[config.mk]
export PLATFORM = sky130hd
export DESIGN_NAME = dmem_wb_master
export DESIGN_NICKNAME = d
export VERILOG_FILES = /design/src/rtl/dmem_wb_master.sv
export SDC_FILE = /design/constraint.sdc
export NUM_CORES = 1
export LEC_CHECK = 0
export ABC_AREA = 1
export BUFFER_PORTS_ARGS = -buffer_cell sky130_fd_sc_hd__buf_2
export CORE_UTILIZATION = 48
export CTS_CLUSTER_DIAMETER = 100
export DETAILED_ROUTE_END_ITERATION = 8
export GPL_TIMING_DRIVEN = 1
export HOLD_SLACK_MARGIN = 0.06
export PLACE_DENSITY = 0.77
export RECOVER_POWER = 100
export SLEW_MARGIN = 20
export SYNTH_ARGS = -nofsm -noshare
export SYNTH_HDL_FRONTEND = slang
export SYNTH_SLANG_ARGS = --single-unit
[constraint.sdc]
create_clock -name clk -period 2.2 [get_ports clk]
set_clock_uncertainty 0.15 [all_clocks]
set_input_delay 0.66 -clock clk [delete_from_list [all_inputs] [get_ports clk]]
set_output_delay 0.66 -clock clk [all_outputs]
set_load 0.02 [all_outputs]
[src/rtl/dmem_wb_master.sv]
// Wishbone B4 classic master for MEM-stage loads/stores: lane select, sign/zero
// extension, misalignment detection, pipeline stall until ACK, and a bus timeout.
module dmem_wb_master #(
    parameter int ADDR_W  = 32,
    parameter int TIMEOUT = 16,
    parameter int CNT_W   = 8
) (
    input  logic              clk,
    input  logic              reset,
    input  logic              mem_read,
    input  logic              mem_write,
    input  logic [1:0]        mem_size,
    input  logic              mem_unsigned,
    input  logic [ADDR_W-1:0] addr,
    input  logic [31:0]       wdata,
    output logic [31:0]       rdata,
    output logic              stall,
    output logic              misalign,
    output logic              bus_err,
    output logic [ADDR_W-1:0] ADR_O,
    output logic [31:0]       DAT_O,
    input  logic [31:0]       DAT_I,
    output logic              WE_O,
    output logic [3:0]        SEL_O,
    output logic              STB_O,
    output logic              CYC_O,
    input  logic              ACK_I,
    input  logic              ERR_I
);
    // state | meaning
    // IDLE  | waiting for a request; aligned requests launch the bus cycle
    // BUS   | CYC/STB asserted, waiting for ACK, ERR or timeout
    // DONE  | result presented for one cycle, pipeline released
    typedef enum logic [1:0] {S_IDLE, S_BUS, S_DONE} state_t;

    localparam logic [CNT_W-1:0] TO_LAST = CNT_W'((TIMEOUT == 0) ? 0 : TIMEOUT - 1);

    state_t           state, state_nxt;
    logic [CNT_W-1:0] cnt;
    logic [1:0]       size_q;
    logic [1:0]       lo_q;
    logic             uns_q;
    logic             err_q;
    logic             req, aligned, timeout_hit;
    logic [3:0]       sel_nxt;
    logic [31:0]      dat_nxt, shifted, load_ext;

    assign req         = mem_read | mem_write;
    assign timeout_hit = (TIMEOUT != 0) && (cnt == TO_LAST);
    assign CYC_O       = (state == S_BUS);
    assign STB_O       = (state == S_BUS);
    assign bus_err     = (state == S_DONE) && err_q;

    always_comb begin
        aligned = 1'b0;
        sel_nxt = 4'b1111;
        dat_nxt = wdata;
        case (mem_size)
            2'b00: begin
                aligned = 1'b1;
                sel_nxt = 4'b0001 << addr[1:0];
                dat_nxt = {4{wdata[7:0]}};
            end
            2'b01: begin
                aligned = !addr[0];
                sel_nxt = addr[1] ? 4'b1100 : 4'b0011;
                dat_nxt = {2{wdata[15:0]}};
            end
            default: aligned = (addr[1:0] == 2'b00);
        endcase
    end

    // Selected lane is shifted down to bit 0 before extension.
    always_comb begin
        shifted  = DAT_I >> {lo_q, 3'b000};
        load_ext = DAT_I;
        case (size_q)
            2'b00:   load_ext = uns_q ? {24'b0, shifted[7:0]}
                                      : {{24{shifted[7]}}, shifted[7:0]};
            2'b01:   load_ext = uns_q ? {16'b0, shifted[15:0]}
                                      : {{16{shifted[15]}}, shifted[15:0]};
            default: load_ext = DAT_I;
        endcase
    end

    always_comb begin
        state_nxt = state;
        stall     = 1'b0;
        misalign  = 1'b0;
        case (state)
            S_IDLE: begin
                if (req && aligned) begin
                    stall     = 1'b1;
                    state_nxt = S_BUS;
                end else if (req) begin
                    misalign = 1'b1;
                end
            end
            S_BUS: begin
                stall = 1'b1;
                if (ERR_I || ACK_I || timeout_hit)
                    state_nxt = S_DONE;
            end
            S_DONE:  state_nxt = S_IDLE;
            default: state_nxt = S_IDLE;
        endcase
    end

    always_ff @(posedge clk) begin
        if (reset) begin
            state  <= S_IDLE;
            cnt    <= '0;
            ADR_O  <= '0;
            DAT_O  <= '0;
            SEL_O  <= '0;
            WE_O   <= 1'b0;
            size_q <= '0;
            lo_q   <= '0;
            uns_q  <= 1'b0;
            err_q  <= 1'b0;
            rdata  <= '0;
        end else begin
            state <= state_nxt;
            case (state)
                S_IDLE: begin
                    cnt <= '0;
                    if (req && aligned) begin
                        ADR_O  <= {addr[ADDR_W-1:2], 2'b00};
                        DAT_O  <= dat_nxt;
                        SEL_O  <= sel_nxt;
                        WE_O   <= mem_write;
                        size_q <= mem_size;
                        lo_q   <= addr[1:0];
                        uns_q  <= mem_unsigned;
                    end else if (req) begin
                        rdata <= '0;
                    end
                end
                S_BUS: begin
                    cnt <= cnt + 1'b1;
                    // ERR wins over ACK; a timeout is reported as an error.
                    if (ERR_I || (!ACK_I && timeout_hit)) begin
                        rdata <= '0;
                        err_q <= 1'b1;
                    end else if (ACK_I) begin
                        rdata <= load_ext;
                    end
                end
                default: begin
                    cnt   <= '0;
                    err_q <= 1'b0;
                end
            endcase
        end
    end
endmodule

==> impl_metrics.py, run 1 <==
metrics = {
    "floorplan": {
        "row_count": 37,
        "fp.dieW_um": 105,
        "die_area_sq_mm": 0.0111,
        "core_region_area_sq_mm": 0.0103,
        "die_height_um": 105,
        "start_util_pct": 49.5,
        "io-pin-count": 211,
    },
    "clock_network": {
        "cts_hold_buf": 0,
        "clockBufferDepth": 2,
        "cts_tree": "done",
        "clock-root-buffer": "clkbuf_8",
        "clock-sinks": 115,
        "cts_buffers": 17,
        "path_clk_slew_ns": 0.06,
        "insertion_delay_ns": 0.50,
        "ctsHtreeMaxLevel": 4,
    },
    "hold_path": {
        "min_delay_path_depth": 3,
        "hold_start": "addr[17]",
        "hold_class": "primary input to flip-flop",
        "hold_end": "ADR_O[17]",
    },
    "outcome": {
        "status": "completed",
    },
    "pwr": {
        "pwr_density_cell_mw_per_mm2": 929,
        "p_leak_uw": 0.00288,
        "vdd_drop_max_uv": 521,
    },
    "synth": {
        "yosysWarnings": 0,
        "yosys.area.top_type": "dfxtp_1",
        "synthMostInstantiatedCell": "nand2_1",
        "synth_area_leaders": "dfxtp_1 (45%), nand2_1 (17%), a21oi_1 (12%)",
        "yosys_most_used_dff": "dfxtp_1",
        "ys_seq_area_share_pct": 45.0,
        "netlist_area_sq_mm": 0.00511,
        "syn_avg_cell_area_sq_um": 6.93,
        "synthTopCellsByCount": "nand2_1 (238), a21oi_1 (121), dfxtp_1 (115)",
        "async_reset_ff_share_pct": 0,
        "yosysTopAreaCellShare_pct": 45.0,
        "ys_ff_latch": 115,
        "synth_cells": 738,
        "synthDistinctLibCells": 27,
        "synth-edff-count": 0,
    },
    "setup_path": {
        "reg2reg_slack_ns": 0.22,
        "critPathKind": "flip-flop to primary output",
        "arrival_ns": 1.32,
        "r2r-start": "cnt[0]",
        "worstPathRequired_ns": 1.39,
        "reg2reg_to": "rdata[20]",
        "startpoint_type": "flip-flop",
        "reg2reg_depth": 8,
        "end_kind": "primary output",
        "path_max_fanout": 4,
    },
    "timing": {
        "grt_setup_unrepaired": "no",
        "finalHoldViolCount": 0,
        "timing.fmax_mhz": 470,
        "fin_crit_sh_pct": 96.6,
        "whs_ns": 0.247,
        "fin_crit_ns": 2.13,
        "maxSlewHeadroom_pct": 59.8,
        "finalSetupViolations": 0,
        "tightestPinTransition_ns": 0.603,
        "setup-tns-final_ns": 0,
        "slew_viol_final": 0,
    },
    "global_routing": {
        "grt_use_total_pct": 27.3,
        "grt_start_max_net_pins": 57,
        "grt_pass1_wl_mm": 24.6,
        "grt_pass1_vias": 5210,
        "grt-ovfl-total": 0,
        "grt_antenna_before_repair": 0,
    },
    "layout": {
        "area_delta_synth_final_pct": 33.3,
        "multi_input_area_sq_mm": 0.00236,
        "fill_cells": 975,
        "seqCellArea_sq_mm": 0.00230,
        "fin_nets": 1044,
        "drive_above_1_share_pct": 18.3,
        "antenna_cells": 0,
    },
    "routing": {
        "drc_errors": 0,
        "wirelength_mm": 14.8,
        "drtPass1Iterations": 5,
        "vias": 5653,
        "wl_per_cell_um": 13.7,
        "antenna_left": 0,
        "drt_iter0_markers": 401,
        "vias_per_cell": 5.21,
    },
    "placement": {
        "gp_congestion": 0.875,
        "numPortBuffers": 208,
        "dpl.hpwl_mm": 10.2,
    },
    "job": {
        "cap_violations": 0,
    },
}
==> per-layer routing <==
layer  share of wire, %  track usage, %
met4                2.2            11.4
met2                 48            44.4
met1                 42            33.8
met5                  0               0
met3                8.4            7.61
==> flip-flops by register name, summed over array words and instances (netlist names) <==
name    cells
DAT_O      32
WE_O        1
err_q       1
SEL_O       4
state       2
cnt         8
uns_q       1
rdata      32
lo_q        2
size_q      2
ADR_O      30
==> where the power goes <==
part	internal, uW	switching (uW)	total [uW]
Sequential	2210	73.5	2290
Clock	2040	948	2980
Combinational	345	713	1060
Total	4590	1740	6330
==> layout by cell type, fill, tap and decap left out, types with 13 or more instances in the layout <==
master and count:
nand2_1 235, a21oi_1 121, dfxtp_1 113, buf_2 105, clkbuf_1 104, inv_1 56, nand3_1 48, o21ai_0 45
clkbuf_16 16, nor2_1 14, buf_4 14, o211ai_1 13
==> cell families after synthesis <==
kind of cell | after synthesis | synth area share (%)
buffers and inverters | 109 | 8.98
AND/OR/NAND/NOR | 312 | 25.0
flip-flops | 115 | 45.0
adder cells (fa/ha/maj) | 1 | 0.245
other | 1 | 0.0734
AO/OA/AOI/OAI | 199 | 20.5
XOR/XNOR | 1 | 0.171
==> worst max path at each step <==
stage,start,end,slack [ns],depth (start not counted)
final,state[1],CYC_O,0.07,4
after global routing,state[1],CYC_O,0.007,4
after CTS,mem_size[1],misalign,0.02,6
after detailed placement,mem_size[1],misalign,0.03,6
after global placement,mem_size[1],misalign,0.05,6
after floorplan,mem_size[1],misalign,0.04,4
==> repair_timing <==
item | CTS | global route
buffers inserted | 0 | 1
pin swaps | 0 | 1
setup endpoints to repair | 2 | 5
resized for setup | 1 | 11
==> layout make-up <==
type | count | share of cell area, %
clock buffers | 22 | 6.79
clock inverters | 9 | 2.59
inverters | 61 | 3.36
multi-input cells | 515 | 34.6
flip-flops and latches | 115 | 33.8
well taps | 136 | 2.50
repair buffers | 228 | 16.3
==> critical path, cell delays in order (launching register included) <==
cell and delay [ns]:
dfxtp_2 0.35, inv_1 0.11, nand2_2 0.09, inv_1 0.11, buf_4 0.15
==> per-stage QoR <==
step                      utilization, %  total power (uW)  cell area (sq um)  worst slack, ns  instances
final                               66.0              6330               6820           0.0739       1086
after detailed placement            61.1              3410               6300           0.0289       1054
after floorplan                        -              3020               5120           0.0359        739
after CTS                           67.3              6390               6950           0.0228       1085
after global placement              61.1              3400               6300           0.0498       1054
after global routing                66.0              6600               6820          0.00686       1086
No activity file was read; power rests on OpenSTA's default activity.
==> run 2: changes to the inputs <==
--- a/config.mk
+++ b/config.mk
@@ -13,8 +13,7 @@
 export GPL_TIMING_DRIVEN = 1
 export HOLD_SLACK_MARGIN = 0.06
 export PLACE_DENSITY = 0.77
-export RECOVER_POWER = 100
-export SLEW_MARGIN = 20
+export RECOVER_POWER = 50
 export SYNTH_ARGS = -nofsm -noshare
 export SYNTH_HDL_FRONTEND = slang
 export SYNTH_SLANG_ARGS = --single-unit
==> impl_metrics.py, run 2 (synthesis gave the netlist of run 1 again) <==
metrics = {
    "routing": {
        "vias": 5641,
        "drt_iter0_markers": 423,
        "wl_per_cell_um": 13.7,
        "antenna_left": 0,
        "drtPass1Iterations": 5,
        "vias_per_cell": 5.19,
        "drc_errors": 0,
        "wirelength_mm": 14.9,
    },
    "job": {
        "cap_violations": 0,
    },
    "setup_path": {
        "crit_chain": "inv_1 -> nor3_1 -> buf_2",
        "critPathLaunch": "state[1]",
        "arrival_ns": 1.31,
        "startpoint_type": "flip-flop",
        "reg2reg_to": "SEL_O[2]",
        "crit_path_top_delay_cell": "dfxtp_2",
        "worstPathRequired_ns": 1.39,
        "critPathKind": "flip-flop to primary output",
        "critical_path_depth": 3,
        "slowest_delay_ns": 0.38,
        "end_kind": "primary output",
        "path_delay_family": "flip-flops",
        "reg2reg_depth": 7,
        "r2r-start": "state[0]",
        "path_max_fanout": 4,
        "cp-endpoint": "bus_err",
        "crit_buf_inv": 2,
        "reg2reg_slack_ns": 0.25,
    },
    "global_routing": {
        "globalRouteMet2Util_pct": 44.4,
        "grt_util_met3_pct": 7.61,
        "grt_pass1_wl_mm": 24.6,
        "grt_use_total_pct": 27.3,
        "grt_antenna_before_repair": 0,
        "grt_start_max_net_pins": 57,
        "grt_busiest_layer": "met2",
        "use_met1_pct": 33.8,
        "grt_pass1_vias": 5210,
        "grt-ovfl-total": 0,
    },
    "floorplan": {
        "core_region_area_sq_mm": 0.0103,
        "die_area_sq_mm": 0.0111,
        "row_count": 37,
        "die_height_um": 105,
        "fp.dieW_um": 105,
        "io-pin-count": 211,
        "start_util_pct": 49.5,
    },
    "clock_network": {
        "clock-root-buffer": "clkbuf_8",
        "clockBufferDepth": 2,
        "clock-sinks": 115,
        "ctsHtreeMaxLevel": 4,
        "cts_buffers": 17,
        "insertion_delay_ns": 0.50,
        "path_clk_slew_ns": 0.06,
        "cts_tree": "done",
    },
    "placement": {
        "numPortBuffers": 208,
        "gp_congestion": 0.875,
        "dpl_cell_area_sq_mm": 0.00630,
        "dpl.hpwl_mm": 10.2,
    },
    "pwr": {
        "total_power_uw": 6350,
        "intPower_uw": 4620,
        "p_comb_share_pct": 17.1,
        "pwr_density_cell_mw_per_mm2": 918,
        "switching_share_pct": 27.2,
        "seqPwrFrac_pct": 36.0,
        "clockPowerShare_pct": 46.9,
        "vdd_drop_max_uv": 518,
        "switching_power_uw": 1730,
        "p_leak_uw": 0.00319,
    },
    "timing": {
        "tightestPinTransition_ns": 0.612,
        "fin_crit_ns": 2.12,
        "grt_setup_unrepaired": "no",
        "finalSetupViolations": 0,
        "timing.fmax_mhz": 472,
        "whs_ns": 0.247,
        "slew_viol_final": 0,
        "setup-tns-final_ns": 0,
        "maxSlewHeadroom_pct": 59.2,
        "fin_crit_sh_pct": 96.3,
        "finalHoldViolCount": 0,
    },
    "layout": {
        "final_cell_mix": "nand2_1 (235), buf_2 (180), a21oi_1 (121)",
        "postLayoutCoreUtil_pct": 67.0,
        "area_delta_synth_final_pct": 35.4,
        "top_regs": "DAT_O (32), rdata (32), ADR_O (30)",
        "drive_above_1_share_pct": 26.4,
        "final_common_cell": "nand2_1",
        "final_cell_area_sq_mm": 0.00692,
        "antenna_cells": 0,
        "fin_nets": 1044,
    },
    "outcome": {
        "status": "completed",
    },
    "hold_path": {
        "hold_class": "primary input to flip-flop",
    },
}
[run 2: what timing repair did]
item,CTS,global route
setup endpoints to repair,2,5
hold buffers,0,0
pin swaps,0,1
hold endpoints to repair,0,0
resized for setup,1,11
setup buffers,0,1
[run 2: routing by layer]
metal	part of all wire, %	wire length [um]
met5	0	0
met4	2.0	291
met3	8.2	1220
met2	48	7100
met1	42	6260
[run 2: worst reg2reg max path: cells and delay by family (launching register included)]
kind            cells  cell delay [ns]
compound gates      2             0.29
flops               1             0.34
simple gates        3             0.52
buf+inv             2             0.56
[run 2: through the flow]
stage          std cells  setup WS (ns)
3_5_place_dp        1054         0.0289
2_1_floorplan        739         0.0359
6_report            1086         0.0815
5_1_grt             1086        0.00956
3_3_place_gp        1054         0.0498
4_1_cts             1085         0.0228
[run 2: how the worst min path moves through the flow]
stage | startpoint | endpoint | cells past startpoint
floorplan | cnt[0] | cnt[0] | 1
global placement | cnt[0] | cnt[0] | 1
detailed placement | cnt[0] | cnt[0] | 1
CTS | addr[17] | ADR_O[17] | 3
global route | addr[26] | ADR_O[26] | 3
finish | addr[17] | ADR_O[17] | 3
[run 2: cell type report]
cell class	instances	area [sq um]
Inverter	61	229
Clock inverter	9	176
Clock buffer	22	463
Timing Repair Buffer	228	1200
Sequential cell	115	2300
Multi-Input combinational cell	515	2370
Tap cell	136	170
Fill cell	918	3400
[run 2: power by group through the flow]
stage	clock, uW	combinational [uW]	sequential [uW]
2_1_floorplan	0	564	2460
3_5_place_dp	0	1090	2320
4_1_cts	3010	1100	2280
5_1_grt	3130	1200	2300
3_3_place_gp	0	1080	2320
6_report	2980	1090	2280
